<file path="src/rtl/vc_pmem_arbiter_if.sv">
// Bundle of L2, victim-cache and physical-memory signals around the
// pmem arbiter. master = requesters + memory, slave = the arbiter.
interface vc_pmem_arbiter_if #(
    parameter int LINE_W = 128,
    parameter int ADDR_W = 16
);
    logic              l2_pmem_read;
    logic              l2_pmem_write;
    logic [ADDR_W-1:0] l2_pmem_address;
    logic [LINE_W-1:0] l2_pmem_wdata;
    logic [LINE_W-1:0] l2_pmem_rdata;
    logic              l2_pmem_resp;

    logic              vc_pmem_write;
    logic [ADDR_W-1:0] vc_pmem_address;
    logic [LINE_W-1:0] vc_pmem_wdata;
    logic              vc_pmem_resp;

    logic              L2toPmem_busy;

    logic              pmem_read;
    logic              pmem_write;
    logic [ADDR_W-1:0] pmem_address;
    logic [LINE_W-1:0] pmem_wdata;
    logic [LINE_W-1:0] pmem_rdata;
    logic              pmem_resp;

    modport master (
        output l2_pmem_read, l2_pmem_write,
        output l2_pmem_address, l2_pmem_wdata,
        input  l2_pmem_rdata, l2_pmem_resp,
        output vc_pmem_write, vc_pmem_address,
        output vc_pmem_wdata,
        input  vc_pmem_resp, L2toPmem_busy,
        input  pmem_read, pmem_write,
        input  pmem_address, pmem_wdata,
        output pmem_rdata, pmem_resp
    );

    modport slave (
        input  l2_pmem_read, l2_pmem_write,
        input  l2_pmem_address, l2_pmem_wdata,
        output l2_pmem_rdata, l2_pmem_resp,
        input  vc_pmem_write, vc_pmem_address,
        input  vc_pmem_wdata,
        output vc_pmem_resp, L2toPmem_busy,
        output pmem_read, pmem_write,
        output pmem_address, pmem_wdata,
        input  pmem_rdata, pmem_resp
    );
endinterface

</file>
<file path="src/rtl/vc_pmem_arbiter.sv">
// Single-port physical-memory arbiter: L2 has demand priority, a
// streak counter forces a pending victim-cache write-back through.
module vc_pmem_arbiter #(
    parameter int LINE_W       = 128,
    parameter int ADDR_W       = 16,
    parameter int STARVE_LIMIT = 4
) (
    input  logic               clk,
    input  logic               rst,
    vc_pmem_arbiter_if.slave   bus
);

    localparam logic [2:0] LIMIT = 3'(STARVE_LIMIT);

    typedef enum logic [2:0] {
        IDLE,
        L2_XFER,
        VC_XFER,
        L2_RESP,
        VC_RESP
    } state_e;

    state_e            state_q, state_d;
    logic [2:0]        streak_q, streak_d;
    logic              rd_q, rd_d;
    logic [ADDR_W-1:0] addr_q, addr_d;
    logic [LINE_W-1:0] wdata_q, wdata_d;
    logic [LINE_W-1:0] rdata_q, rdata_d;

    logic l2_req;
    logic vc_req;
    logic starve;
    logic xfer;

    assign l2_req = bus.l2_pmem_read | bus.l2_pmem_write;
    assign vc_req = bus.vc_pmem_write;
    assign starve = (streak_q == LIMIT) & vc_req;

    always_ff @(posedge clk or posedge rst) begin
        if (rst) begin
            state_q  <= IDLE;
            streak_q <= '0;
            rd_q     <= 1'b0;
            addr_q   <= '0;
            wdata_q  <= '0;
            rdata_q  <= '0;
        end else begin
            state_q  <= state_d;
            streak_q <= streak_d;
            rd_q     <= rd_d;
            addr_q   <= addr_d;
            wdata_q  <= wdata_d;
            rdata_q  <= rdata_d;
        end
    end

    always_comb begin
        state_d  = state_q;
        streak_d = streak_q;
        rd_d     = rd_q;
        addr_d   = addr_q;
        wdata_d  = wdata_q;
        rdata_d  = rdata_q;
        unique case (state_q)
            IDLE: begin
                if (starve || (!l2_req && vc_req)) begin
                    state_d  = VC_XFER;
                    streak_d = '0;
                    rd_d     = 1'b0;
                    addr_d   = bus.vc_pmem_address;
                    wdata_d  = bus.vc_pmem_wdata;
                end else if (l2_req) begin
                    state_d = L2_XFER;
                    // write wins when both L2 bits are up
                    rd_d    = bus.l2_pmem_read & ~bus.l2_pmem_write;
                    addr_d  = bus.l2_pmem_address;
                    wdata_d = bus.l2_pmem_wdata;
                    if (!vc_req)
                        streak_d = '0;
                    else if (streak_q != LIMIT)
                        streak_d = streak_q + 3'd1;
                end
            end
            L2_XFER: begin
                if (bus.pmem_resp) begin
                    state_d = L2_RESP;
                    rdata_d = bus.pmem_rdata;
                end
            end
            VC_XFER: begin
                if (bus.pmem_resp)
                    state_d = VC_RESP;
            end
            L2_RESP: state_d = IDLE;
            VC_RESP: state_d = IDLE;
            default: state_d = IDLE;
        endcase
    end

    assign xfer = (state_q == L2_XFER) | (state_q == VC_XFER);

    assign bus.pmem_read     = xfer & rd_q;
    assign bus.pmem_write    = xfer & ~rd_q;
    assign bus.pmem_address  = addr_q;
    assign bus.pmem_wdata    = wdata_q;
    assign bus.l2_pmem_rdata = rdata_q;
    assign bus.l2_pmem_resp  = (state_q == L2_RESP);
    assign bus.vc_pmem_resp  = (state_q == VC_RESP);

    // combinational so the VC controller sees L2 demand the same cycle
    assign bus.L2toPmem_busy = l2_req
                             | (state_q == L2_XFER)
                             | (state_q == L2_RESP);

endmodule

</file>
<file path="src/flat_wrapper.sv">
// flat-port wrapper written by rule: the top's interface ports become plain ports
module vc_pmem_arbiter_flat 
#(
    parameter int LINE_W       = 128,
    parameter int ADDR_W       = 16,
    parameter int STARVE_LIMIT = 4
)
  (clk, rst, bus_l2_pmem_read, bus_l2_pmem_write, bus_l2_pmem_address, bus_l2_pmem_wdata, bus_l2_pmem_rdata, bus_l2_pmem_resp, bus_vc_pmem_write, bus_vc_pmem_address, bus_vc_pmem_wdata, bus_vc_pmem_resp, bus_L2toPmem_busy, bus_pmem_read, bus_pmem_write, bus_pmem_address, bus_pmem_wdata, bus_pmem_rdata, bus_pmem_resp);
  vc_pmem_arbiter_if #(.LINE_W(LINE_W), .ADDR_W(ADDR_W)) bus_i ();
  input  logic clk;
  input  logic rst;
  input wire logic [$bits(bus_i.l2_pmem_read)-1:0] bus_l2_pmem_read;
  input wire logic [$bits(bus_i.l2_pmem_write)-1:0] bus_l2_pmem_write;
  input wire logic [$bits(bus_i.l2_pmem_address)-1:0] bus_l2_pmem_address;
  input wire logic [$bits(bus_i.l2_pmem_wdata)-1:0] bus_l2_pmem_wdata;
  output wire logic [$bits(bus_i.l2_pmem_rdata)-1:0] bus_l2_pmem_rdata;
  output wire logic [$bits(bus_i.l2_pmem_resp)-1:0] bus_l2_pmem_resp;
  input wire logic [$bits(bus_i.vc_pmem_write)-1:0] bus_vc_pmem_write;
  input wire logic [$bits(bus_i.vc_pmem_address)-1:0] bus_vc_pmem_address;
  input wire logic [$bits(bus_i.vc_pmem_wdata)-1:0] bus_vc_pmem_wdata;
  output wire logic [$bits(bus_i.vc_pmem_resp)-1:0] bus_vc_pmem_resp;
  output wire logic [$bits(bus_i.L2toPmem_busy)-1:0] bus_L2toPmem_busy;
  output wire logic [$bits(bus_i.pmem_read)-1:0] bus_pmem_read;
  output wire logic [$bits(bus_i.pmem_write)-1:0] bus_pmem_write;
  output wire logic [$bits(bus_i.pmem_address)-1:0] bus_pmem_address;
  output wire logic [$bits(bus_i.pmem_wdata)-1:0] bus_pmem_wdata;
  input wire logic [$bits(bus_i.pmem_rdata)-1:0] bus_pmem_rdata;
  input wire logic [$bits(bus_i.pmem_resp)-1:0] bus_pmem_resp;
  assign bus_i.l2_pmem_read = bus_l2_pmem_read;
  assign bus_i.l2_pmem_write = bus_l2_pmem_write;
  assign bus_i.l2_pmem_address = bus_l2_pmem_address;
  assign bus_i.l2_pmem_wdata = bus_l2_pmem_wdata;
  assign bus_l2_pmem_rdata = bus_i.l2_pmem_rdata;
  assign bus_l2_pmem_resp = bus_i.l2_pmem_resp;
  assign bus_i.vc_pmem_write = bus_vc_pmem_write;
  assign bus_i.vc_pmem_address = bus_vc_pmem_address;
  assign bus_i.vc_pmem_wdata = bus_vc_pmem_wdata;
  assign bus_vc_pmem_resp = bus_i.vc_pmem_resp;
  assign bus_L2toPmem_busy = bus_i.L2toPmem_busy;
  assign bus_pmem_read = bus_i.pmem_read;
  assign bus_pmem_write = bus_i.pmem_write;
  assign bus_pmem_address = bus_i.pmem_address;
  assign bus_pmem_wdata = bus_i.pmem_wdata;
  assign bus_i.pmem_rdata = bus_pmem_rdata;
  assign bus_i.pmem_resp = bus_pmem_resp;
  vc_pmem_arbiter #(.LINE_W(LINE_W), .ADDR_W(ADDR_W), .STARVE_LIMIT(STARVE_LIMIT)) u_core (.clk(clk), .rst(rst), .bus(bus_i));
endmodule
</file>
<file path="config.mk">
export PLATFORM = sky130hd
export DESIGN_NAME = vc_pmem_arbiter_flat
export DESIGN_NICKNAME = d
export VERILOG_FILES = /design/src/rtl/vc_pmem_arbiter_if.sv /design/src/rtl/vc_pmem_arbiter.sv /design/src/flat_wrapper.sv
export SDC_FILE = /design/constraint.sdc
export NUM_CORES = 1
export LEC_CHECK = 0
export ABC_AREA = 1
export CAP_MARGIN = 20
export CORE_AREA = 5 5 266 268
export CTS_BUF_LIST = sky130_fd_sc_hd__clkbuf_16
export DETAILED_ROUTE_END_ITERATION = 10
export DIE_AREA = 0 0 271 273
export PLACE_DENSITY = 0.47
export SETUP_SLACK_MARGIN = 0.5
export SLEW_MARGIN = 20
export SYNTH_ARGS = -nofsm -noshare
export SYNTH_HDL_FRONTEND = slang
export SYNTH_SLANG_ARGS = --single-unit
</file>
<file path="constraint.sdc">
create_clock -name clk -period 28.6 [get_ports clk]
set_input_delay 5.72 -clock clk [delete_from_list [all_inputs] [get_ports clk]]
set_output_delay 5.72 -clock clk [all_outputs]
set_load 0.005 [all_outputs]
</file>
# Word level (Yosys, flattened, before mapping)
# Index checks and enable logic that the tools add are counted.
[classes] addsub=1 eq_ne=10 n_mux=15 n_bitwise=10 n_reduce_logical=9
[ops] op="$mux 128" count=2
[ops] op="$mux 16" count=2
[ops] op="$mux 3" count=8
[ops] op="$pmux 3 s3" count=1
[ops] op="$eq 3x2->1 const B" count=2
[ops] op="$eq 3x3->1 const B" count=2
[ops] op="$ne 3x1->1 const B" count=2
[ops] op="$reduce_and 3->1" count=2
[ops] op="$and 1x1->1" count=4
[ops] op="$ne 2x2->1 const B" count=2
[ops] op="$or 1x1->1" count=4
[ops] op="$reduce_and 2->1" count=2
[ops] op="$add 3x1->3 const B" count=1
[ops] op="$eq 3x1->1 const B" count=1
[ops] op="$logic_not 3->1" count=1
[ops] op="$ne 3x3->1 const B" count=1
[ops] op="$mux 1" count=2
[ops] op="$not 1->1" count=2
[ops] op="$reduce_bool 2->1" count=1
[ops] op="$logic_and 1x1->1" count=1
[ops] op="$logic_not 1->1" count=1
[ops] op="$logic_or 1x1->1" count=1
[totals] ff_bits=279 in_bits=422 out_inout_bits=277 wordCells=51

# Longest topological paths before layout
# Gate-level depths: netlist of the first run.
[logic_depth] word_depth=6 depth_mapped=9 ltp_nobuf=8

# Least setup slack after synthesis of the first run
# OpenSTA, ideal clock, no wires.
[synth_timing] path_kind="input port to output port" start="input bus_l2_pmem_write" end="output bus_L2toPmem_busy" arrival_ns=5.996 required_ns=22.880 slack_ns=16.884 stages=2 n_path_buf=0 path_cell_list="nor2_2 nand2_1"
[synth_between] elab_chain_cells=3
[synth_rtl] item="from (decl)" line="flat_wrapper.sv:13" rtl="input wire logic [$bits(bus_i.l2_pmem_write)-1:0] bus_l2_pmem_write;"
[synth_rtl] item="$or 1x1->1" line="vc_pmem_arbiter.sv:35" rtl="assign l2_req = bus.l2_pmem_read | bus.l2_pmem_write;"
[synth_rtl] item="$or 1x1->1" line="vc_pmem_arbiter.sv:112" rtl="| (state_q == L2_XFER)"
[synth_rtl] item="$or 1x1->1" line="vc_pmem_arbiter.sv:113" rtl="| (state_q == L2_RESP);"
[synth_rtl] item="to (decl)" line="flat_wrapper.sv:22" rtl="output wire logic [$bits(bus_i.L2toPmem_busy)-1:0] bus_L2toPmem_busy;"
# No other way between the ends.

# Final worst setup path of the first run
# Ends and elaborated chain as after synthesis.

==> results of run 1 <==
cell families after synthesis:
family | Yosys count | synth area share
and+or+nand+nor | 1152 | 0.390
DFF | 279 | 0.521
AOI/OAI and AO/OA | 5 | 0.00271
adders and majority gates | 2 | 0.00187
buffers and inverters | 281 | 0.0845
power groups by stage:
stage	clock network, W	logic (W)	registers (W)
3_3_place_gp	0	0.00101	0.000695
5_1_grt	0.000487	0.00110	0.000724
3_5_place_dp	0	0.00102	0.000701
2_1_floorplan	0	0.000385	0.000707
6_report	0.000453	0.000995	0.000699
4_1_cts	0.000474	0.00102	0.000699
through the flow:
step / std cells / power, W / util
2_1_floorplan: 1719 / 0.00109 / -
3_5_place_dp: 3193 / 0.00172 / 0.310
4_1_cts: 3260 / 0.00219 / 0.327
3_3_place_gp: 3193 / 0.00171 / 0.310
6_report: 3271 / 0.00215 / 0.327
5_1_grt: 3271 / 0.00231 / 0.327
state kept, by name (all words and copies together) (netlist names):
register and cells:
u_core.bus.pmem_address 16, u_core.bus.l2_pmem_rdata 128, u_core.rd_q 1, u_core.streak_q 3, u_core.state_q 3, u_core.bus.pmem_wdata 128
layer usage:
metal / part of all wire / track usage / routed length [microns] / vias up
met4: 0.035 / 0.0646 / 2180 / 4
met5: 0.00034 / 0 / 21 / -
met1: 0.39 / 0.186 / 24000 / 6484
met2: 0.50 / 0.273 / 30800 / 464
met3: 0.079 / 0.0500 / 4910 / 106
li1: - / - / - / 6647
cell usage in the layout, fill, tap and decap left out:
cell             Yosys  final
nand3b_1           144    144
clkbuf_16            0     39
o21ai_0              4      4
nor2_4               0      1
inv_1              158    170
nor3_1               2      2
clkinv_2             0      4
ha_1                 2      2
inv_2                2      1
diode_2              0     11
dfrtp_1            279    279
nand3_1            276    275
nand2_4              0      3
nand3_4              0      1
bufinv_16            0      2
buf_6                0      1
inv_8                0      1
clkinv_1             0      6
nand2_1            715    712
nor2_1              13     13
inv_6                0      3
a21oi_4              1      1
nor2_2               2      1
inv_4                0      1
buf_4                0     15
clkdlybuf4s50_1      0    697
critical path: cells and delay by family:
family | cells | cell delay (ps)
buffers and inverters | 2 | 930
AND/OR/NAND/NOR | 2 | 440
worst paths after layout:
check | startpoint | to | cells past startpoint
setup / recovery | bus_l2_pmem_write | bus_L2toPmem_busy | 4
hold / removal | u_core.bus.l2_pmem_rdata[111] | u_core.bus.l2_pmem_rdata[111] | 2
setup reg to reg | u_core.streak_q[0] | u_core.bus.pmem_wdata[11] | 8
hold reg to reg | u_core.bus.l2_pmem_rdata[111] | u_core.bus.l2_pmem_rdata[111] | 2
max in group asynchronous | rst | u_core.bus.pmem_wdata[83] | 4
min in group asynchronous | rst | u_core.bus.l2_pmem_rdata[20] | 2
cell type report:
type	count	area [sq um]
multi-input combinational	1159	5320
timing repair buffer	713	7100
antenna	11	27.5
fill	7100	45800
sequential	279	6980
inverter	160	611
tap	882	1100
clock buffer	39	976
clock inverter	28	178
==> results_dict.tcl, run 1 <==
set metrics [dict create \
    status "completed" \
    yosysUniqueCellTypes 15 \
    synthTopCellsByArea "dfrtp_1, nand2_1, nand3_1, nand3b_1, inv_1" \
    io_pins 699 \
    ys_warn_count 0 \
    cts-hold-fix-buffers 0 \
    p_seq_frac 0.326 \
    grt_antenna_before_repair 13 \
    start_util 0.197 \
    post_cts_buffers 0 \
    hold_viol_final 0 \
    hold_slack_ps 468 \
    start_kind "input pin" \
    final_max_slew_viol_count 0 \
    async_reset_ff_frac 1.00 \
    clkSinkCount 279 \
    finalSetupTns_ps 0 \
    drt-total-wl_mm 61.9 \
    die_h_microns 273 \
    p_per_area_mw_per_mm2 96.3 \
    ys_seq_area_frac 0.521 \
    cts_tree "built" \
    area_delta_synth_final_pct 66.5 \
    core_area_sq_mm 0.0681 \
    irDropWorstVdd_v 0.0000377 \
    setup_viol 0 \
    cpMaxStageDelayCell "clkdlybuf4s50_1" \
    clk-insertion-delay-late_ps 550 \
    grt_pass1_vias 14074 \
    rows 96 \
    crit_path_max_fanout 4 \
    synth_nets 2143 \
    slowest_delay_ps 480 \
    swShare 0.369 \
    grt_pass1_wl_mm 91.5 \
    synth_common_cells "nand2_1, dfrtp_1, nand3_1" \
    place_hpwl_mm 44.5 \
    synthCells 1719 \
    yosysTopAreaCell "dfrtp_1" \
    track_usage 0.160 \
    syn-cell-area_sq_mm 0.0134 \
    cts_root_buf "clkbuf_16" \
    p_int_w 0.00135 \
    worst_pin_slew_ps 954 \
    fin_nets 2776 \
    finalCritPeriodShare 0.448 \
    synth.avg_cell_area_sq_um 7.79 \
    grt_overflow 0 \
    drive_gt1_frac 0.0311 \
    synth_ff_type "dfrtp_1" \
    place_area_sq_mm 0.0211 \
    relSlewSlack 0.364 \
    cts-resized-gates 0 \
    finalCriticalPeriod_ps 12810 \
    combPwrFrac 0.464 \
    drv_cap 0 \
    grt_max_degree 106 \
    pwr-share-clk 0.211 \
    power.switching_w 0.000793 \
    required_ps 22880 \
    hold_path.class "reg -> reg" \
    gp_congestion 0.858 \
    rrSetupSlack_ps 25180 \
    p_leak_nw 10.7 \
    synth.ff_latch_count 279 \
    viasPerCell 4.19 \
    fmax_mhz 78.0 \
    drt-initial-drc-count 805 \
    place_ws_ps 15790 \
    die-area_sq_mm 0.0740 \
    cts_inserted_buffers 39 \
    post-synth-top-count-cell "nand2_1" \
    path_class "in -> out" \
    crit_top_cell "clkdlybuf4s50_1" \
    worstSetupEndpointType "primary output" \
    drtAntennaViolNets 0 \
    avgRoutedWirePerCell_microns 18.9 \
    portBuffers 698 \
    clk_pin_slew_ps 50 \
    critPathArrivalTime_ps 7090 \
    timing.final.ws_setup_ps 15790 \
    htreeDepth 2 \
    synth_top_area_frac 0.521 \
    fin_skew_ps 17.3 \
    postLayoutCellArea_sq_mm 0.0223 \
    rsz0062_at_grt "false" \
    dr.pass1.iters 5 \
    die_w_microns 271 \
    path_cells "clkdlybuf4s50_1, nor2_2, nand2_1, clkdlybuf4s50_1" \
    cts_max_path_buffers 3 \
    drcViolationCount 0 \
    synth_edf_count 0 \
    vias 13705 \
]
Power figures use the tool's default switching activity.
==> run 2: changes to the inputs <==
- PLACE_DENSITY: 0.47 -> 0.48
- clock period: 28.6 -> 11.5 ns (I/O delays scaled with it)
==> run 2 against run 1 <==
  * Hold slack is essentially flat
  * Core utilization is 0.059 points higher
  * First-iteration DRC count decreased by 8.6%
  * Design area increased by 0.18%
  * Cell count about the same
  * Wire length down 2.6%
  * Non-clock buffer count rose by 1
  * Sequential power up 150%
  * Critical endpoint unchanged
  * Largest cell class unchanged
==> results_dict.tcl, run 2 (synthesis results as in run 1) <==
set metrics [dict create \
    final_max_slew_viol_count 0 \
    viasPerCell 4.20 \
    required_ps 9200 \
    swShare 0.367 \
    r2r_end "u_core.bus.pmem_wdata[110]" \
    hold_path.class "reg -> reg" \
    pwr-share-clk 0.214 \
    cpMaxStageDelayCell "clkdlybuf4s50_1" \
    htreeDepth 2 \
    die_w_microns 271 \
    die_h_microns 273 \
    finalSetupTns_ps 0 \
    fmax_mhz 168 \
    r2r-start "u_core.streak_q[0]" \
    clk_pin_slew_ps 60 \
    start_util 0.197 \
    fin_skew_ps 20.8 \
    track_usage 0.154 \
    cts-resized-gates 0 \
    irDropWorstVdd_v 0.000122 \
    gp_congestion 0.846 \
    cts_max_path_buffers 3 \
    timing.final.ws_setup_ps 5540 \
    reg2reg_depth 8 \
    final_common_cell "nand2_1" \
    cp_top_family "buffers and inverters" \
    drtAntennaViolNets 0 \
    area_delta_synth_final_pct 66.8 \
    stdcell_count 3274 \
    core_area_sq_mm 0.0681 \
    cts_root_buf "clkbuf_16" \
    hold_viol_final 0 \
    path_cells "clkdlybuf4s50_1, nor2_2, nand2_1, clkdlybuf4s50_1" \
    die-area_sq_mm 0.0740 \
    grt_max_degree 115 \
    rrSetupSlack_ps 8140 \
    post_cts_buffers 0 \
    dr.pass1.iters 5 \
    finalCriticalPeriod_ps 5960 \
    dp.cells 3194 \
    drt-total-wl_mm 60.3 \
    layout_common_cells "nand2_1, clkdlybuf4s50_1, dfrtp_1" \
    relSlewSlack 0.257 \
    critPathArrivalTime_ps 3660 \
    rows 96 \
    worstHoldStart "u_core.bus.l2_pmem_rdata[25]" \
    drt-initial-drc-count 736 \
    drive_gt1_frac 0.0332 \
    vias 13736 \
    worst_pin_slew_ps 1110 \
    clkSinkCount 279 \
    path_buf_inv 2 \
    slowest_delay_ps 460 \
    crit_path_max_fanout 4 \
    fin_nets 2776 \
    rsz0062_at_grt "false" \
    setup_viol 0 \
    cts-hold-fix-buffers 0 \
    finalCritPeriodShare 0.518 \
    finalPower_w 0.00534 \
    cts_tree "built" \
    crit_top_cell "clkdlybuf4s50_1" \
    worst-path-stages 4 \
    hold_depth 2 \
    grt_antenna_before_repair 14 \
    place_ws_ps 5540 \
    combPwrFrac 0.460 \
    p_leak_nw 10.6 \
    start_kind "input pin" \
    drcViolationCount 0 \
    worstSetupEndpointType "primary output" \
    grt_pass1_vias 14199 \
    place_hpwl_mm 43.5 \
    cts_inserted_buffers 38 \
    grt_pass1_wl_mm 89.4 \
    p_per_area_mw_per_mm2 239 \
    portBuffers 698 \
    holdPathEnd "u_core.bus.l2_pmem_rdata[25]" \
    clk-insertion-delay-late_ps 540 \
    io_pins 699 \
    avgRoutedWirePerCell_microns 18.4 \
    p_seq_frac 0.325 \
    drv_cap 0 \
    status "completed" \
    power.switching_w 0.00196 \
    p_int_w 0.00338 \
    grt_overflow 0 \
    path_class "in -> out" \
]
==> run 2: worst max path at each step <==
stage                      startpoint                     endpoint  slack (ps)
floorplan                         rst  u_core.bus.l2_pmem_rdata[0]        1510
detailed placement  bus_l2_pmem_write            bus_L2toPmem_busy        5540
finish              bus_l2_pmem_write            bus_L2toPmem_busy        5540
global placement    bus_l2_pmem_write            bus_L2toPmem_busy        5540
CTS                 bus_l2_pmem_write            bus_L2toPmem_busy        5530
global route        bus_l2_pmem_write            bus_L2toPmem_busy        5500
==> run 2: cell type report <==
| cell class | count | area, sq um |
|---|---|---|
| Clock buffer | 38 | 951 |
| Antenna cell | 10 | 25.0 |
| Fill cell | 7070 | 45800 |
| Multi-Input combinational cell | 1159 | 5320 |
| Sequential cell | 279 | 6980 |
| Inverter | 160 | 611 |
| Tap cell | 882 | 1100 |
| Timing Repair Buffer | 714 | 7100 |
| Clock inverter | 32 | 241 |
==> run 2: power groups by stage <==
stage / Clock (W) / Sequential, W / Combinational, W
after detailed placement: 0 / 0.00174 / 0.00252
after global routing: 0.00123 / 0.00180 / 0.00271
final: 0.00115 / 0.00174 / 0.00246
after floorplan: 0 / 0.00176 / 0.000958
after CTS: 0.00120 / 0.00174 / 0.00252
after global placement: 0 / 0.00173 / 0.00250
==> run 2: worst reg2reg max path, delay by kind of cell, from the launching register on <==
kind	cells	cell delay (ps)
fa+ha+maj	1	190
buf+inv	2	1000
flops	1	400
simple gates	5	1650
==> run 2: per-layer routing <==
metal	routed length (microns)	GRT usage	vias to the layer above
met2	29500	0.264	503
met3	4580	0.0447	110
met4	2200	0.0620	4
li1	-	-	6642
met5	21	0	-
met1	24000	0.183	6477
==> run 2: metrics by stage <==
step	utilization	hold WS, ps	instance area (sq um)
after global placement	0.310	452	21100
final	0.328	468	22300
after floorplan	-	465	13400
after detailed placement	0.310	457	21100
after CTS	0.328	471	22300
after global routing	0.328	486	22300
==> run 3: changes to the inputs <==
- CORE_AREA: 5 5 266 268 -> 5 5 267 269
- DIE_AREA: 0 0 271 273 -> 0 0 272 274
- PLACE_DENSITY: 0.48 -> 0.47
- clock period: 11.5 -> 5.9 ns (I/O delays scaled with it)
==> run 3 against run 2 <==
  * Global-route usage increased by 0.51 points
  * Combinational power increased by 96%
  * Critical endpoint is now bus_pmem_write
  * Clock power increased by 83%
  * Hold slack got worse by 2.9 ps
  * Core utilization decreased by 0.12 points
  * Clock skew decreased by 6.2 ps
  * Via count about the same
  * Sequential power increased by 95%
  * Count of clock-buffer cells in the layout increased by 1
  * Die area increased by 0.74%
  * Critical path type is now reg -> out
  * Register-to-register slack got worse by 5200 ps
==> results_dict.tcl, run 3 (synthesis results as in run 1) <==
set metrics [dict create \
    status "completed" \
    drtAntennaViolNets 0 \
    finalSetupTns_ps 0 \
    htreeDepth 2 \
    relSlewSlack 0.277 \
    cts_max_path_buffers 3 \
    critPathArrivalTime_ps 2650 \
    grt_overflow 0 \
    cts-hold-fix-buffers 0 \
    grt_max_degree 157 \
    grt_pass1_vias 14218 \
    cp_top_family "simple AND/OR/NAND/NOR gates" \
    final_common_cell "nand2_1" \
    required_ps 4720 \
    grt_antenna_before_repair 17 \
    io_pins 699 \
    final_util 0.327 \
    fmax_mhz 261 \
    start_util 0.196 \
    slowest_delay_ps 670 \
    worst_pin_slew_ps 1080 \
    viasPerCell 4.20 \
    drv_cap 0 \
    clk-insertion-delay-late_ps 540 \
    cpMaxStageDelayCell "nor2_4" \
    drt-total-wl_mm 62.5 \
    finalCriticalPeriod_ps 3830 \
    irDropWorstVdd_v 0.000334 \
    path_cells "inv_2, nor2_1, inv_1, nor2_4, nor2_1, nor2_1, clkdlybuf4s50_1" \
    fin_nets 2775 \
    die_h_microns 274 \
    die-area_sq_mm 0.0745 \
    drcViolationCount 0 \
    rows 96 \
    rsz0062_at_grt "false" \
    dr.pass1.iters 6 \
    hold_path.class "reg -> reg" \
    core_area_sq_mm 0.0683 \
    cts_root_buf "clkbuf_16" \
    layout_common_cells "nand2_1, clkdlybuf4s50_1, dfrtp_1" \
    nFillCells 7232 \
    post_cts_buffers 0 \
    cts_tree "built" \
    cts-resized-gates 0 \
    drt-initial-drc-count 773 \
    track_usage 0.159 \
    finalCritPeriodShare 0.650 \
    regArea_sq_mm 0.00698 \
    hold_viol_final 0 \
    gp_congestion 0.833 \
    setup_viol 0 \
    cts_inserted_buffers 38 \
    start_kind "flop" \
    avgRoutedWirePerCell_microns 19.1 \
    fin_skew_ps 14.6 \
    worstSetupEndpointType "primary output" \
    crit_top_cell "nor2_1" \
    drive_gt1_frac 0.0320 \
    place_hpwl_mm 45.0 \
    p_per_area_mw_per_mm2 462 \
    die_w_microns 272 \
    clk_pin_slew_ps 60 \
    crit_path_max_fanout 36 \
    multi_input_area_sq_mm 0.00532 \
    area_delta_synth_final_pct 66.8 \
    path_buf_inv 3 \
    portBuffers 698 \
    final_max_slew_viol_count 0 \
    clkSinkCount 279 \
    grt_pass1_wl_mm 92.1 \
    vias 13748 \
    path_class "reg -> out" \
    p_leak_nw 10.7 \
]
[run 3: cell count changes in the layout (fill, tap and decap cells not counted), moves of 2 or more]
cell	change
clkinv_1	-9
inv_1	+8
buf_4	-7
buf_12	+5
diode_2	+4
bufinv_16	-3
clkinvlp_4	+3
inv_6	-2
[run 3: layer usage]
metal,share of wire,global-route usage
met3,0.073,0.0460
met5,0.00066,0
met2,0.50,0.277
met4,0.034,0.0626
met1,0.39,0.186
[run 3: where the power goes]
part	switching, W	internal, W	leakage [nW]
sequential	0.000546	0.00286	3.45
combinational	0.00238	0.00244	6.62
clock	0.000901	0.00119	0.589
total	0.00382	0.00649	10.7
[run 3: worst paths after layout]
kind	slack, ps	end	depth (start not counted)	startpoint
setup / recovery	2070	bus_pmem_write	7	u_core.state_q[0]
hold / removal	460	u_core.bus.l2_pmem_rdata[64]	2	u_core.bus.l2_pmem_rdata[64]
setup reg to reg	2980	u_core.bus.l2_pmem_rdata[75]	7	u_core.state_q[0]
hold reg to reg	460	u_core.bus.l2_pmem_rdata[64]	2	u_core.bus.l2_pmem_rdata[64]
max in group asynchronous	3580	u_core.bus.pmem_wdata[0]	4	rst
min in group asynchronous	980	u_core.bus.l2_pmem_rdata[26]	2	rst
[run 3: final cells by class]
class | count | area share
Timing Repair Buffer | 713 | 0.321
Sequential cell | 279 | 0.313
Multi-Input combinational cell | 1159 | 0.238
Tap cell | 882 | 0.0494
Clock buffer | 39 | 0.0437
Inverter | 160 | 0.0272
Clock inverter | 28 | 0.00599
Antenna cell | 14 | 0.00157
[run 3: stage by stage]
| stage | cells | setup slack, ps | hold WS, ps | power [W] | cell area [sq um] |
|---|---|---|---|---|---|
| after CTS | 3259 | 2000 | 471 | 0.0105 | 22300 |
| final | 3274 | 2070 | 465 | 0.0103 | 22300 |
| after global placement | 3192 | 1720 | 454 | 0.00831 | 21200 |
| after floorplan | 1719 | 1030 | 465 | 0.00529 | 13400 |
| after global routing | 3274 | 1830 | 479 | 0.0111 | 22300 |
| after detailed placement | 3192 | 1660 | 457 | 0.00835 | 21200 |
[run 3: worst register-to-register path, stage by stage (launching register included)]
cell     delay [ps]
dfrtp_1         420
inv_2            50
nor2_1           90
inv_1            80
nor2_4          670
buf_4           930
nand3_1         430
nand2_1         170
